[src/rtl/dice_tally.sv]
// Watches button/throw from the dice, latches each accepted roll's final face and keeps saturating per-face and total counts.
// Results/pulses appear one cycle after button falls; rd_count has 1-cycle latency, no backpressure.
module dice_tally #(
    parameter int COUNT_W  = 8,
    parameter int MIN_ROLL = 4
) (
    input  logic               clk,
    input  logic               rst,
    input  logic               button,
    input  logic [2:0]         throw,
    input  logic [2:0]         rd_face,
    output logic [2:0]         result,
    output logic               result_valid,
    output logic               short_roll,
    output logic               bad_throw,
    output logic [COUNT_W-1:0] rd_count,
    output logic [COUNT_W-1:0] total
);

    localparam int HW = $clog2(MIN_ROLL + 1);
    localparam logic [HW-1:0] HOLD_MAX = HW'(MIN_ROLL);
    localparam logic [0:0] IDLE = 1'b0;
    localparam logic [0:0] ROLL = 1'b1;

    logic [0:0]         state;
    logic [HW-1:0]      hold_cnt;
    logic [COUNT_W-1:0] face_cnt [6];
    logic               throw_legal;
    logic               rd_legal;
    logic [2:0]         throw_idx;
    logic [2:0]         rd_idx;

    assign throw_legal = (throw >= 3'd1) && (throw <= 3'd6);
    assign rd_legal    = (rd_face >= 3'd1) && (rd_face <= 3'd6);
    assign throw_idx   = throw - 3'd1;
    assign rd_idx      = rd_face - 3'd1;

    always_ff @(posedge clk) begin
        if (rst) begin
            state        <= IDLE;
            hold_cnt     <= '0;
            result       <= '0;
            result_valid <= 1'b0;
            short_roll   <= 1'b0;
            bad_throw    <= 1'b0;
            rd_count     <= '0;
            total        <= '0;
            for (int i = 0; i < 6; i++) begin
                face_cnt[i] <= '0;
            end
        end else begin
            result_valid <= 1'b0;
            short_roll   <= 1'b0;
            // Reads the pre-update counter value; an increment on this edge shows up next cycle.
            rd_count     <= rd_legal ? face_cnt[rd_idx] : '0;

            case (state)
                IDLE: begin
                    if (button) begin
                        state    <= ROLL;
                        hold_cnt <= HW'(1);
                    end
                end
                default: begin
                    if (button) begin
                        if (hold_cnt < HOLD_MAX) begin
                            hold_cnt <= hold_cnt + HW'(1);
                        end
                    end else begin
                        state    <= IDLE;
                        hold_cnt <= '0;
                        // throw on the release edge is final: the dice freezes on this same edge.
                        if (hold_cnt >= HOLD_MAX) begin
                            result       <= throw;
                            result_valid <= 1'b1;
                            if (throw_legal) begin
                                if (face_cnt[throw_idx] != '1) begin
                                    face_cnt[throw_idx] <= face_cnt[throw_idx] + 1'b1;
                                end
                                if (total != '1) begin
                                    total <= total + 1'b1;
                                end
                            end else begin
                                bad_throw <= 1'b1;
                            end
                        end else begin
                            short_roll <= 1'b1;
                        end
                    end
                end
            endcase
        end
    end

endmodule
[config.mk]
export PLATFORM = sky130hd
export DESIGN_NAME = dice_tally
export DESIGN_NICKNAME = d
export VERILOG_FILES = /design/src/rtl/dice_tally.sv
export SDC_FILE = /design/constraint.sdc
export NUM_CORES = 1
export LEC_CHECK = 0
export ABC_AREA = 1
export BUFFER_PORTS_ARGS = -buffer_cell sky130_fd_sc_hd__buf_4
export CAP_MARGIN = 0
export CORE_MARGIN = 3
export CORE_UTILIZATION = 50
export CTS_BUF_LIST = sky130_fd_sc_hd__clkbuf_2
export CTS_CLUSTER_DIAMETER = 200
export DETAILED_ROUTE_END_ITERATION = 16
export PLACE_DENSITY = 0.79
export SKIP_LAST_GASP = 1
export SYNTH_ARGS = -nofsm -noshare
export SYNTH_HDL_FRONTEND = slang
export SYNTH_SLANG_ARGS = --single-unit
[constraint.sdc]
create_clock -name clk -period 3.2 [get_ports clk]
set_clock_uncertainty 0.05 [all_clocks]
set_input_delay 0.16 -clock clk [delete_from_list [all_inputs] [get_ports clk]]
set_output_delay 0.16 -clock clk [all_outputs]
set_load 0.005 [all_outputs]
# Word-level counts from Yosys, hierarchy flattened
# Memory sizes are Yosys's and may differ from the RTL's. A register that Yosys moved wholly into a read port is not among the register bits.
# Cells that the tools add are included.
# W data, S select, Z words.
# word_totals
ff_bits	18
ram_bits	48
input_bits	9
out_inout_bits	22
wordCells	55
mem_count	1
# op_classes
add_sub_neg	5
order_cmp	6
n_eq_ne	3
muxes	19
bitwise_logic	4
n_reduce_logical	10
# memory_table
name	words	width	read_ports	rd_ports_with_merged_regs	wr	line_no	text
face_cnt	6	8	2	1	6	27	logic [COUNT_W-1:0] face_cnt [6];
# ops
operator	count
$add A8 B1 Y8 const B	2
$ne A8 B8 Y1 const B	2
$mux W3	5
$mux W1	13
$mux W8	1
$reduce_or A8 Y1	1
$ge A3 B1 Y1 const B	2
$le A3 B3 Y1 const B	2
$sub A3 B1 Y3 const B	2
$reduce_and A5 Y1	1
$not A1 Y1	4
$reduce_and A4 Y1	1
$add A3 B1 Y3 const B	1
$ge A3 B3 Y1 const B	1
$lt A3 B3 Y1 const B	1
$ne A3 B2 Y1 const B	1
$reduce_and A3 Y1	1
$reduce_or A3 Y1	1
$logic_and A1 B1 Y1	2
$reduce_and A2 Y1	1
$reduce_bool A2 Y1	1
$reduce_or A2 Y1	1

# Logic depth before layout (Yosys ltp)
# An unclocked memory read counts as a cell.
# depth
word_depth	12
mapped_depth	19
ltp_nobuf	16

# Worst setup path after synthesis
# OpenSTA, ideal clock, no wires.
# synth_timing
path_kind	input-to-reg
from	input port throw[0]
to	memory face_cnt[7][0] (enable)
setup_ns	0.370
arrival_ns	2.693
required_ns	2.780
setup_slack_ns	0.087
stages	17
path_buffers	3
path_cell_list	inv_2 clkbuf_1 ha_1 buf_2 clkbuf_1 a21oi_1 o21ai_0 nand2_1 nand2_1 nand2_1 ha_1 nand3_1 nor2_1 nand3_2 nand4_1 inv_1 nor2_1
# synth_rtl
element	line_no	text
start: declaration	10	input logic [2:0] throw,
end: declaration	27	

==> flow_metrics.env <==
export IMPL_max_slew_worst_pin_slew_ps=807.7
export IMPL_die_width_um=103.3
export IMPL_layout_area_overhead_vs_synth_pct=12.53
export IMPL_finalHoldViolCount=0
export IMPL_grt_antenna_before_repair=0
export IMPL_mapped_cell_area_mm2=0.004732
export IMPL_drive_above_1_share_pct=12.82
export IMPL_gr_total_overflow=0
export IMPL_setup_slack_ps=241.0
export IMPL_first_iter_violations=459
export IMPL_crit_path_max_fanout=8
export IMPL_cts_post_setup_buffers_inserted=0
export IMPL_route_detailed_wl_per_inst_um=16.45
export IMPL_crit_path_frequent_cell="sky130_fd_sc_hd__nand2_1"
export IMPL_drtAntennaViolNets=0
export IMPL_critical_path_at_ps=3150
export IMPL_clk_pin_slew_worst_paths_ps=250
export IMPL_io_pin_count=31
export IMPL_post_synth_inst_count=578
export IMPL_critical_path_reg2reg_startpoint="face_cnt[4][1]"
export IMPL_layoutNonFillerInstCount=750
export IMPL_grt_start_max_net_pins=48
export IMPL_initial_utilization_pct=52.72
export IMPL_syn_num_nets=597
export IMPL_dieHeight_um=103.3
export IMPL_synth_seq_cells=90
export IMPL_first_pass_grt_wire_length_um=19510
export IMPL_global_route_usage_total_pct=24.41
export IMPL_route_final_wire_length_um=12340
export IMPL_routability_congestion=1.030
export IMPL_maxCapViolCount=0
export IMPL_layout_common_cells="sky130_fd_sc_hd__nand2_1 (104), sky130_fd_sc_hd__nor2_1 (81), sky130_fd_sc_hd__inv_1 (79)"
export IMPL_slew_viol_final=0
export IMPL_num_nets_final=638
export IMPL_cts_root_buffer_cell="sky130_fd_sc_hd__clkbuf_2"
export IMPL_min_path_type="in2reg"
export IMPL_cts_sink_cnt=90
export IMPL_area_of_the_placeable_core_mm2=0.008976
export IMPL_clock_tree_buf_depth=2
export IMPL_tritoncts="done"
export IMPL_dpl_hpwl_um=8448
export IMPL_slowest_delay_ps=540
export IMPL_cts_htree_levels=3
export IMPL_timing_final_crit_period_ps=2959
export IMPL_drtPass1Iterations=8
export IMPL_critical_path_startpoint_type="primary input"
export IMPL_criticalPathCategory="in2reg"
export IMPL_drc_viols=0
export IMPL_setup_violations_final=0
export IMPL_synth_seq_area_share_pct=51.61
export IMPL_fin_setup_tns_ps=0
export IMPL_power_density_mw_per_mm2=403.8
export IMPL_critical_path_cell_chain="dlygate4sd3_1 > buf_4 > inv_1 > ha_1 > inv_1 > nor2_1 > o21ai_0 > nand2_1 > nand2_1 > nand2_1 > ha_1 > nand3_1 > nor2_1 > nand3_2 > nand3_2 > nor2_2 > nand3_2 > nand2_1"
export IMPL_layout_worst_path_cycle_share_pct=92.47
export IMPL_critPathBufInv=4
export IMPL_timing_critical_path_to_type="flip-flop"
export IMPL_avgViaCountPerCell=5.499
export IMPL_portBuffers=30
export IMPL_placed_area_mm2=0.005161
export IMPL_max_slew_margin_rel_pct=45.83
export IMPL_peakVddDrop_mv=0.2021
export IMPL_ys_warn_count=0
export IMPL_placement_setup_worst_slack_ps=59.56
export IMPL_rows=34
export IMPL_worst_setup_path_startpoint="throw[1]"
export IMPL_run_status="completed"
export IMPL_min_from="rd_face[0]"
export IMPL_clk_latency_ps=560
export IMPL_tritoncts_num_buffers=9
export IMPL_fill_cells=790
export IMPL_place_inst=728
export IMPL_clock_fmax_mhz=338.0
export IMPL_yosys_cell_types_count=31
export IMPL_routed_via_count=4124
export IMPL_critPathRequiredTime_ps=3390
export IMPL_critical_path_slowest_cell="sky130_fd_sc_hd__dlygate4sd3_1"
export IMPL_mostFrequentLayoutCell="sky130_fd_sc_hd__nand2_1"
export IMPL_syn_area_per_cell_um2=8.187
export IMPL_floorplan_die_area_mm2=0.01067
export IMPL_leakage_nw=2.253
export IMPL_critical_path_top_delay_family="simple AND/OR/NAND/NOR gates"
export IMPL_first_global_vias=3896
export IMPL_layout_cell_area_non_filler_mm2=0.005325
export IMPL_diodes=0
export IMPL_rsz0062_at_grt="yes"
## report_power, final
group          internal (mW)  switching, mW  total (mW)  leakage (nW)
sequential              1.27         0.0150        1.29         0.883
combinational          0.123          0.234       0.357          1.30
clock                  0.109          0.395       0.504        0.0664
total                   1.51          0.644        2.15          2.25
## Yosys cell counts (all sizes together)
library cell | number | area [um2]
a211oi | 1 | 7.510
a21oi | 42 | 210.2
a22o | 1 | 8.760
a31oi | 8 | 50.05
buf | 10 | 48.79
clkbuf | 14 | 52.55
clkinv | 1 | 3.750
dfxtp | 26 | 520.5
edfxtp | 64 | 1922
ha | 10 | 125.1
inv | 81 | 304.0
nand2 | 107 | 404.1
nand3 | 44 | 255.3
nand3b | 1 | 7.510
nand4 | 6 | 37.54
nor2 | 83 | 321.6
nor3 | 4 | 20.02
nor3b | 1 | 7.510
nor4 | 2 | 12.51
o2111ai | 1 | 8.760
o211ai | 6 | 45.04
o21ai | 58 | 290.3
xnor2 | 2 | 17.52
xor2 | 5 | 51.30
## kinds of logic (layout without fill, tap and decap cells)
group | count (synthesis) | after routing | share of synthesized area (%)
AOI/OAI and AO/OA | 117 | 117 | 13.11
xor gates and xnor gates | 7 | 7 | 1.454
adders and majority gates | 10 | 10 | 2.644
buffers and inverters | 106 | 152 | 8.646
DFF | 90 | 90 | 51.61
and+or+nand+nor | 248 | 248 | 22.53
## path summary, 6_finish.rpt
| path | slack [ps] | cells past startpoint | endpoint |
|---|---|---|---|
| max | 240 | 18 | face_cnt[2][3] |
| min | 70 | 3 | rd_count[5] |
| max reg2reg | 580 | 14 | face_cnt[2][3] |
| min reg2reg | 450 | 2 | hold_cnt[1] |
## layout make-up
type | count | area (um2) | share of cell area, %
Clock buffer | 10 | 50.05 | 0.9398
Tap cell | 126 | 157.7 | 2.961
Sequential cell | 90 | 2442 | 45.86
Multi-Input combinational cell | 382 | 1893 | 35.55
Clock inverter | 6 | 41.29 | 0.7754
Timing Repair Buffer | 54 | 432.9 | 8.130
Inverter | 82 | 307.8 | 5.780
## sequential cells by signal (all words and copies together), names as in the netlist
signal / flops
bad_throw: 1
face_cnt: 64
hold_cnt: 3
rd_count: 8
result: 3
result_valid: 1
short_roll: 1
state: 1
total: 8
## metal layers
layer  wire, um  up-vias  track usage (%)
li1           -     1993                -
met1       5202     1875            32.68
met2       5732      225            39.86
met3       1113       31            3.756
met4        292        0            9.861
met5          0        -                0
## timing repair
item	4_1_cts	5_1_grt
resized for setup	0	3
setup endpoints to repair	0	59
hold buffers	6	0
endpoints found under the hold margin	15	0
## tightest hold or removal path, cell delays in order
cell	delay, ps
sky130_fd_sc_hd__buf_4	240
sky130_fd_sc_hd__o21ai_0	200
sky130_fd_sc_hd__a31oi_1	70
## per-stage QoR
stage | power (mW) | util (%) | hold WS [ps]
floorplan | 1.527 | - | 187.9
global route | 2.250 | 59.33 | 93.40
CTS | 2.156 | 59.19 | 61.15
detailed placement | 1.656 | 57.50 | 322.4
global placement | 1.648 | 57.50 | 321.1
finish | 2.150 | 59.33 | 72.13
(Power assumes the default switching activity.)
